### src/rtl/cache_pkg.sv
// Shared types and widths for the direct-mapped write-through cache.
// IDX_W/TAG_W describe the default 16-line geometry.
package cache_pkg;

    localparam int ADDR_W    = 8;
    localparam int DATA_W    = 8;
    localparam int DEF_LINES = 16;
    localparam int IDX_W     = $clog2(DEF_LINES);
    localparam int TAG_W     = ADDR_W - IDX_W;

    typedef enum logic [1:0] {
        IDLE,
        FILL,
        WRITE,
        RESP
    } state_t;

endpackage

### src/rtl/cache_line_array.sv
// Valid/tag/data storage: combinational read on index, one synchronous write.
// Only the valid bits are reset; tag/data contents are don't-care until filled.
import cache_pkg::*;

module cache_line_array #(
    parameter int LINES = 16,
    parameter int IW    = 4,
    parameter int TW    = 4
) (
    input  logic              clk,
    input  logic              reset,
    input  logic [IW-1:0]     idx,
    output logic              rd_valid,
    output logic [TW-1:0]     rd_tag,
    output logic [DATA_W-1:0] rd_data,
    input  logic              we,
    input  logic              fill,
    input  logic [TW-1:0]     wr_tag,
    input  logic [DATA_W-1:0] wr_data
);

    logic [LINES-1:0]  valid_q;
    logic [TW-1:0]     tag_q  [LINES];
    logic [DATA_W-1:0] data_q [LINES];

    assign rd_valid = valid_q[idx];
    assign rd_tag   = tag_q[idx];
    assign rd_data  = data_q[idx];

    always_ff @(posedge clk) begin
        if (reset) begin
            valid_q <= '0;
        end else if (we && fill) begin
            valid_q[idx] <= 1'b1;
        end
    end

    // A write-hit refreshes data only; a fill also installs the tag.
    always_ff @(posedge clk) begin
        if (we) begin
            data_q[idx] <= wr_data;
            if (fill) begin
                tag_q[idx] <= wr_tag;
            end
        end
    end

endmodule

### src/rtl/cache_ctrl.sv
// Direct-mapped write-through cache controller with ready-based CPU stalls.
// Memory strobes, address and write data are registered from the next state.
import cache_pkg::*;

module cache_ctrl #(
    parameter int LINES    = 16,
    parameter int MEM_WAIT = 2
) (
    input  logic              clk,
    input  logic              reset,
    input  logic              cpu_read,
    input  logic              cpu_write,
    input  logic [ADDR_W-1:0] cpu_addr,
    input  logic [DATA_W-1:0] cpu_wdata,
    output logic [DATA_W-1:0] cpu_rdata,
    output logic              cpu_ready,
    output logic              MMRead,
    output logic              MMWrite,
    output logic [ADDR_W-1:0] ABUS,
    output logic [DATA_W-1:0] CachetoMem,
    input  logic [DATA_W-1:0] MemtoCache,
    output logic [7:0]        hit_count,
    output logic [7:0]        miss_count
);

    localparam int IW = $clog2(LINES);
    localparam int TW = ADDR_W - IW;
    localparam int CW = (MEM_WAIT > 1) ? $clog2(MEM_WAIT) : 1;
    localparam logic [CW-1:0] CNT_LOAD = CW'(MEM_WAIT - 1);

    state_t            state_q, state_n;
    logic [CW-1:0]     cnt_q, cnt_n;
    logic [DATA_W-1:0] rdata_q;

    logic [IW-1:0]     idx;
    logic [TW-1:0]     tag;
    logic              line_valid;
    logic [TW-1:0]     line_tag;
    logic [DATA_W-1:0] line_data;
    logic              hit, is_wr, is_rd;
    logic              fill_we, hit_we;
    logic              arr_we;
    logic [DATA_W-1:0] arr_wdata;

    assign idx   = cpu_addr[IW-1:0];
    assign tag   = cpu_addr[ADDR_W-1:IW];
    assign hit   = line_valid && (line_tag == tag);
    assign is_wr = cpu_write;
    assign is_rd = cpu_read && !cpu_write;

    // Suppress array writes on a reset edge so an aborted fill leaves no line.
    assign arr_we    = (fill_we || hit_we) && !reset;
    assign arr_wdata = fill_we ? MemtoCache : cpu_wdata;

    cache_line_array #(
        .LINES(LINES),
        .IW   (IW),
        .TW   (TW)
    ) u_lines (
        .clk     (clk),
        .reset   (reset),
        .idx     (idx),
        .rd_valid(line_valid),
        .rd_tag  (line_tag),
        .rd_data (line_data),
        .we      (arr_we),
        .fill    (fill_we),
        .wr_tag  (tag),
        .wr_data (arr_wdata)
    );

    always_comb begin
        state_n   = state_q;
        cnt_n     = cnt_q;
        cpu_ready = 1'b0;
        fill_we   = 1'b0;
        hit_we    = 1'b0;
        unique case (state_q)
            IDLE: begin
                cpu_ready = !(is_rd || is_wr) || (is_rd && hit);
                if (is_wr) begin
                    state_n = WRITE;
                    cnt_n   = CNT_LOAD;
                    hit_we  = hit;
                end else if (is_rd && !hit) begin
                    state_n = FILL;
                    cnt_n   = CNT_LOAD;
                end
            end
            FILL: begin
                if (cnt_q == '0) begin
                    state_n = RESP;
                    fill_we = 1'b1;
                end else begin
                    cnt_n = cnt_q - 1'b1;
                end
            end
            WRITE: begin
                if (cnt_q == '0) begin
                    state_n = RESP;
                end else begin
                    cnt_n = cnt_q - 1'b1;
                end
            end
            RESP: begin
                cpu_ready = 1'b1;
                state_n   = IDLE;
            end
            default: state_n = IDLE;
        endcase
    end

    assign cpu_rdata = (state_q == IDLE && hit) ? line_data : rdata_q;

    always_ff @(posedge clk) begin
        if (reset) begin
            state_q    <= IDLE;
            cnt_q      <= '0;
            rdata_q    <= '0;
            MMRead     <= 1'b0;
            MMWrite    <= 1'b0;
            ABUS       <= '0;
            CachetoMem <= '0;
        end else begin
            state_q <= state_n;
            cnt_q   <= cnt_n;
            MMRead  <= (state_n == FILL);
            MMWrite <= (state_n == WRITE);
            if (fill_we) begin
                rdata_q <= MemtoCache;
            end
            if (state_n == FILL || state_n == WRITE) begin
                ABUS <= cpu_addr;
            end
            if (state_n == WRITE) begin
                CachetoMem <= cpu_wdata;
            end
        end
    end

    always_ff @(posedge clk) begin
        if (reset) begin
            hit_count  <= '0;
            miss_count <= '0;
        end else if (state_q == IDLE && is_rd) begin
            if (hit && hit_count != 8'hFF) begin
                hit_count <= hit_count + 8'd1;
            end
            if (!hit && miss_count != 8'hFF) begin
                miss_count <= miss_count + 8'd1;
            end
        end
    end

endmodule

### config.mk
export PLATFORM = sky130hd
export DESIGN_NAME = cache_ctrl
export DESIGN_NICKNAME = d
export VERILOG_FILES = /design/src/rtl/cache_pkg.sv /design/src/rtl/cache_line_array.sv /design/src/rtl/cache_ctrl.sv
export SDC_FILE = /design/constraint.sdc
export NUM_CORES = 1
export LEC_CHECK = 0
export ABC_CLOCK_PERIOD_IN_PS = 5000
export BUFFER_PORTS_ARGS = -buffer_cell sky130_fd_sc_hd__buf_2
export CORE_AREA = 2 2 164 166
export DETAILED_ROUTE_END_ITERATION = 7
export DIE_AREA = 0 0 166 168
export PLACE_DENSITY = 0.55
export SETUP_SLACK_MARGIN = 0.05
export SLEW_MARGIN = 20
export SYNTH_ARGS = -nofsm -noshare
export SYNTH_HDL_FRONTEND = slang
export SYNTH_SLANG_ARGS = --single-unit
export TNS_END_PERCENT = 20
### constraint.sdc
create_clock -name clk -period 5 [get_ports clk]
set_clock_uncertainty 0.05 [all_clocks]
set_input_delay 1.25 -clock clk [delete_from_list [all_inputs] [get_ports clk]]
set_output_delay 1.25 -clock clk [all_outputs]
set_load 0.02 [all_outputs]
==> metrics.csv <==
stage;metric;value;unit
global_routing;grt_pass1_wl;36300;um
outcome;status;finished with violations;
clocking;cts.sinks;253;
critical_path;worst_ep_arrival_time;3.81;ns
critical_path;crit_path_end_kind;output port;
route;drt_pass1_iterations;5;
power_and_ir_drop;switching_share;0.250;
place;place_ws;-0.169;ns
logic_synthesis;async_flop_share;0;
place;placed_cells;1052;
critical_path;reg2reg_depth;10;
route;drc_errors;0;
clocking;numCtsBuffers;26;
power_and_ir_drop;pwr_density_cell;440;nW/um^2
sta;fin_ws;-0.105;ns
hold_path;holdPathEnd;rdata_q[6]$_SDFFE_PP0P_;
critical_path;r2r-end;u_lines.data_q[11][6]$_DFFE_PP_;
place;port_buffers;70;
layout;regArea;6990;um^2
clocking;clock_path_buffers;3;
die;rows;60;
place;dpl.hpwl;16000;um
layout;final_cells;1106;
outcome;violations;negative setup slack;
critical_path;critPathMaxStageDelay;0.49;ns
power_and_ir_drop;peakVddDrop;0.302;mV
logic_synthesis;synth.distinct_cells;47;
layout;multi_input_area;3080;um^2
critical_path;crit_type;input port to output port;
power_and_ir_drop;power_leakage;4.32;nW
power_and_ir_drop;pwr-share-comb;0.158;
route;wl_per_cell;21.6;um
run;cap_violations;0;
clocking;clkTransAtPathRegs;0.06;ns
hold_path;hold_depth;2;
place;gp_congestion;0.801;
global_routing;grt_usage;0.169;
hold_path;hold_class;flip-flop to flip-flop;
route;ant_nets;0;
logic_synthesis;synth-edff-count;192;
clocking;tritoncts;built;
logic_synthesis;synth.avg_cell_area;15.9;um^2
critical_path;worst_path_max_delay_cell;mux4_2;
critical_path;rrSetupSlack;1.04;ns
power_and_ir_drop;seqPwrFrac;0.455;
global_routing;grt_pass1_vias;6024;
die;coreArea;26400;um^2
clocking;h-tree-depth;1;
route;num_vias;5910;
layout;drive_gt1_frac;0.299;
layout;num_antenna_cells;0;
logic_synthesis;synthTopCellsByArea;edfxtp_1 (56%), mux4_2 (14%), dfxtp_1 (12%);
clocking;root_buffer;clkbuf_16;
logic_synthesis;synth_area_leader_cell;edfxtp_1;
clocking;hold_buffers;0;
die;fp.dieW;166;um
power_and_ir_drop;switching_power;1.35;mW
die;initial_core_util;0.389;
critical_path;worstPathCellList;buf_8 > buf_12 > buf_8 > mux4_2 > mux4_2 > xnor2_2 > and3_4 > and3_4 > buf_12 > mux2_4 > buf_6;
power_and_ir_drop;power;5.41;mW
sta;timing.fmax;196;MHz
clocking;insertion_delay;0.52;ns
global_routing;antenna_found_initial;0;
logic_synthesis;synthesis.nets;681;
logic_synthesis;synth_top_area_frac;0.562;
sta;setup_viol;8;
sta;final_max_slew_viol_count;0;
logic_synthesis;ys_ff_latch;253;
route;first_iter_violations;649;
power_and_ir_drop;p_int;4.05;mW
logic_synthesis;syn_inst;644;
logic_synthesis;synth_commonest_cells;edfxtp_1 (192), mux4_2 (62), dfxtp_1 (61);
logic_synthesis;yosysSeqAreaShare;0.681;
critical_path;cp-start-kind;input port;
sta;grt_setup_unrepaired;true;
layout;n_fill_cell;2273;
layout;finish.net_count;782;
sta;hold_viol;0;
global_routing;grt_max_degree;64;
logic_synthesis;synthFlopType;edfxtp_1;
critical_path;crit_fanout;8;
sta;fin_crit_sh;1.02;
die;die_h;168;um
sta;fin_crit;5.11;ns
logic_synthesis;ys_warn_count;0;
sta;slew_headroom;0.296;
hold_path;min_from;rdata_q[6]$_SDFFE_PP0P_;
critical_path;timing.rr.start;u_lines.tag_q[14][3]$_DFFE_PP_;
route;wl;23900;um
logic_synthesis;synth_most_common_cell;edfxtp_1;
critical_path;cp.required;3.70;ns
route;viasPerCell;5.34;
power_and_ir_drop;clock_power_share;0.386;
sta;worst_slew_pin_slew;1.05;ns
die;ios;71;
die;die_area;27900;um^2
logic_synthesis;netlist_area;10300;um^2
global_routing;overflow;0;
layout;syn_to_final_growth;19.7;%
==> cells by family (layout without fill, tap and decap cells) <==
group / after synthesis / in the layout / synth area share
AOI/OAI and AO/OA: 67 / 67 / 0.0411
xor gates and xnor gates: 9 / 9 / 0.00768
adders and majority gates: 9 / 9 / 0.0110
buffers and inverters: 60 / 181 / 0.0245
DFF: 253 / 253 / 0.681
muxes: 94 / 94 / 0.169
and+or+nand+nor: 152 / 152 / 0.0663
==> registers in the layout, indices dropped and copies added (netlist names), 2 cells and up <==
register and cells:
u_lines.data_q 128, u_lines.tag_q 64, u_lines.valid_q 16, ABUS 8, CachetoMem 8, hit_count 8
miss_count 8, rdata_q 8, state_q 2
==> placed cells by master, fill, tap and decap left out, types with 3 or more instances in the layout <==
cell type  netlist  routed
buf_12           0       3
mux4_2          62      62
o22ai_1         16      16
dfxtp_1         61      61
clkinv_2         0       4
xnor2_1          8       6
nand3_1          7       7
and3_1           6       4
nand4_1          3       3
ha_1             9       9
o21ai_0          8       8
clkinv_1         0       5
edfxtp_1       192     192
a31oi_1          6       6
mux2_4           0       8
buf_4            2      34
mux2i_1         21      21
o21a_1           3       3
buf_6            2       9
nor2_1          59      58
nand2_1         48      48
clkbuf_16        0      28
nor3_1           4       4
bufinv_16        0       6
or3_1            4       4
a21oi_1         20      20
clkbuf_1        20       4
nor2b_1         12      12
inv_1           25      25
buf_2            3      59
==> metrics by stage <==
stage | hold WS (ns) | instance area [um^2] | setup TNS [ns] | util
after detailed placement | 0.398 | 11200 | -1.54 | 0.424
final | 0.408 | 12300 | -0.809 | 0.466
after CTS | 0.407 | 12100 | -0.682 | 0.460
after floorplan | 0.384 | 10300 | 0 | -
after global routing | 0.438 | 12300 | -1.44 | 0.466
after global placement | 0.392 | 11200 | -1.22 | 0.424
==> worst max path at each step <==
stage	end	slack (ns)	start	depth (start not counted)
2_1_floorplan	cpu_rdata[0]	0.03	cpu_addr[1]	10
3_3_place_gp	cpu_rdata[7]	-0.15	cpu_addr[1]	10
3_5_place_dp	cpu_rdata[1]	-0.17	cpu_addr[1]	10
4_1_cts	cpu_rdata[1]	-0.09	cpu_addr[1]	10
5_1_grt	cpu_rdata[0]	-0.17	cpu_addr[1]	11
6_report	cpu_rdata[0]	-0.11	cpu_addr[1]	11
==> per-layer routing <==
metal,up-vias,routed length [um],GRT usage
li1,2674,-,-
met1,3019,10300,0.230
met2,176,11800,0.286
met3,41,1150,0.0263
met4,0,561,0.0416
met5,-,0,0
==> power by group through the flow <==
stage,clock network [mW],logic [mW],registers [mW]
floorplan,0,0.486,2.56
global route,2.21,0.935,2.47
finish,2.09,0.855,2.46
CTS,2.13,0.839,2.46
global placement,0,0.811,2.50
detailed placement,0,0.833,2.50
==> area by class of cell <==
| class | instances | area share |
|---|---|---|
| well taps | 341 | 0.0347 |
| multi-input cells | 331 | 0.251 |
| inverters | 25 | 0.00764 |
| flip-flops and latches | 253 | 0.569 |
| repair buffers | 108 | 0.0624 |
| clock inverters | 16 | 0.0185 |
| clock buffers | 32 | 0.0573 |
==> critical path: cells and delay by family <==
| kind | cells | cell delay [ns] |
|---|---|---|
| muxes | 3 | 1.28 |
| buffers and inverters | 5 | 0.60 |
| and+or+nand+nor | 2 | 0.46 |
| xor gates and xnor gates | 1 | 0.19 |
==> timing repair <==
action,in CTS,in global routing
pin swaps,1,2
resized for setup,5,33
buffers inserted,0,5
endpoints found under the setup margin,8,9
cloned,0,1
(Power assumes the default switching activity.)
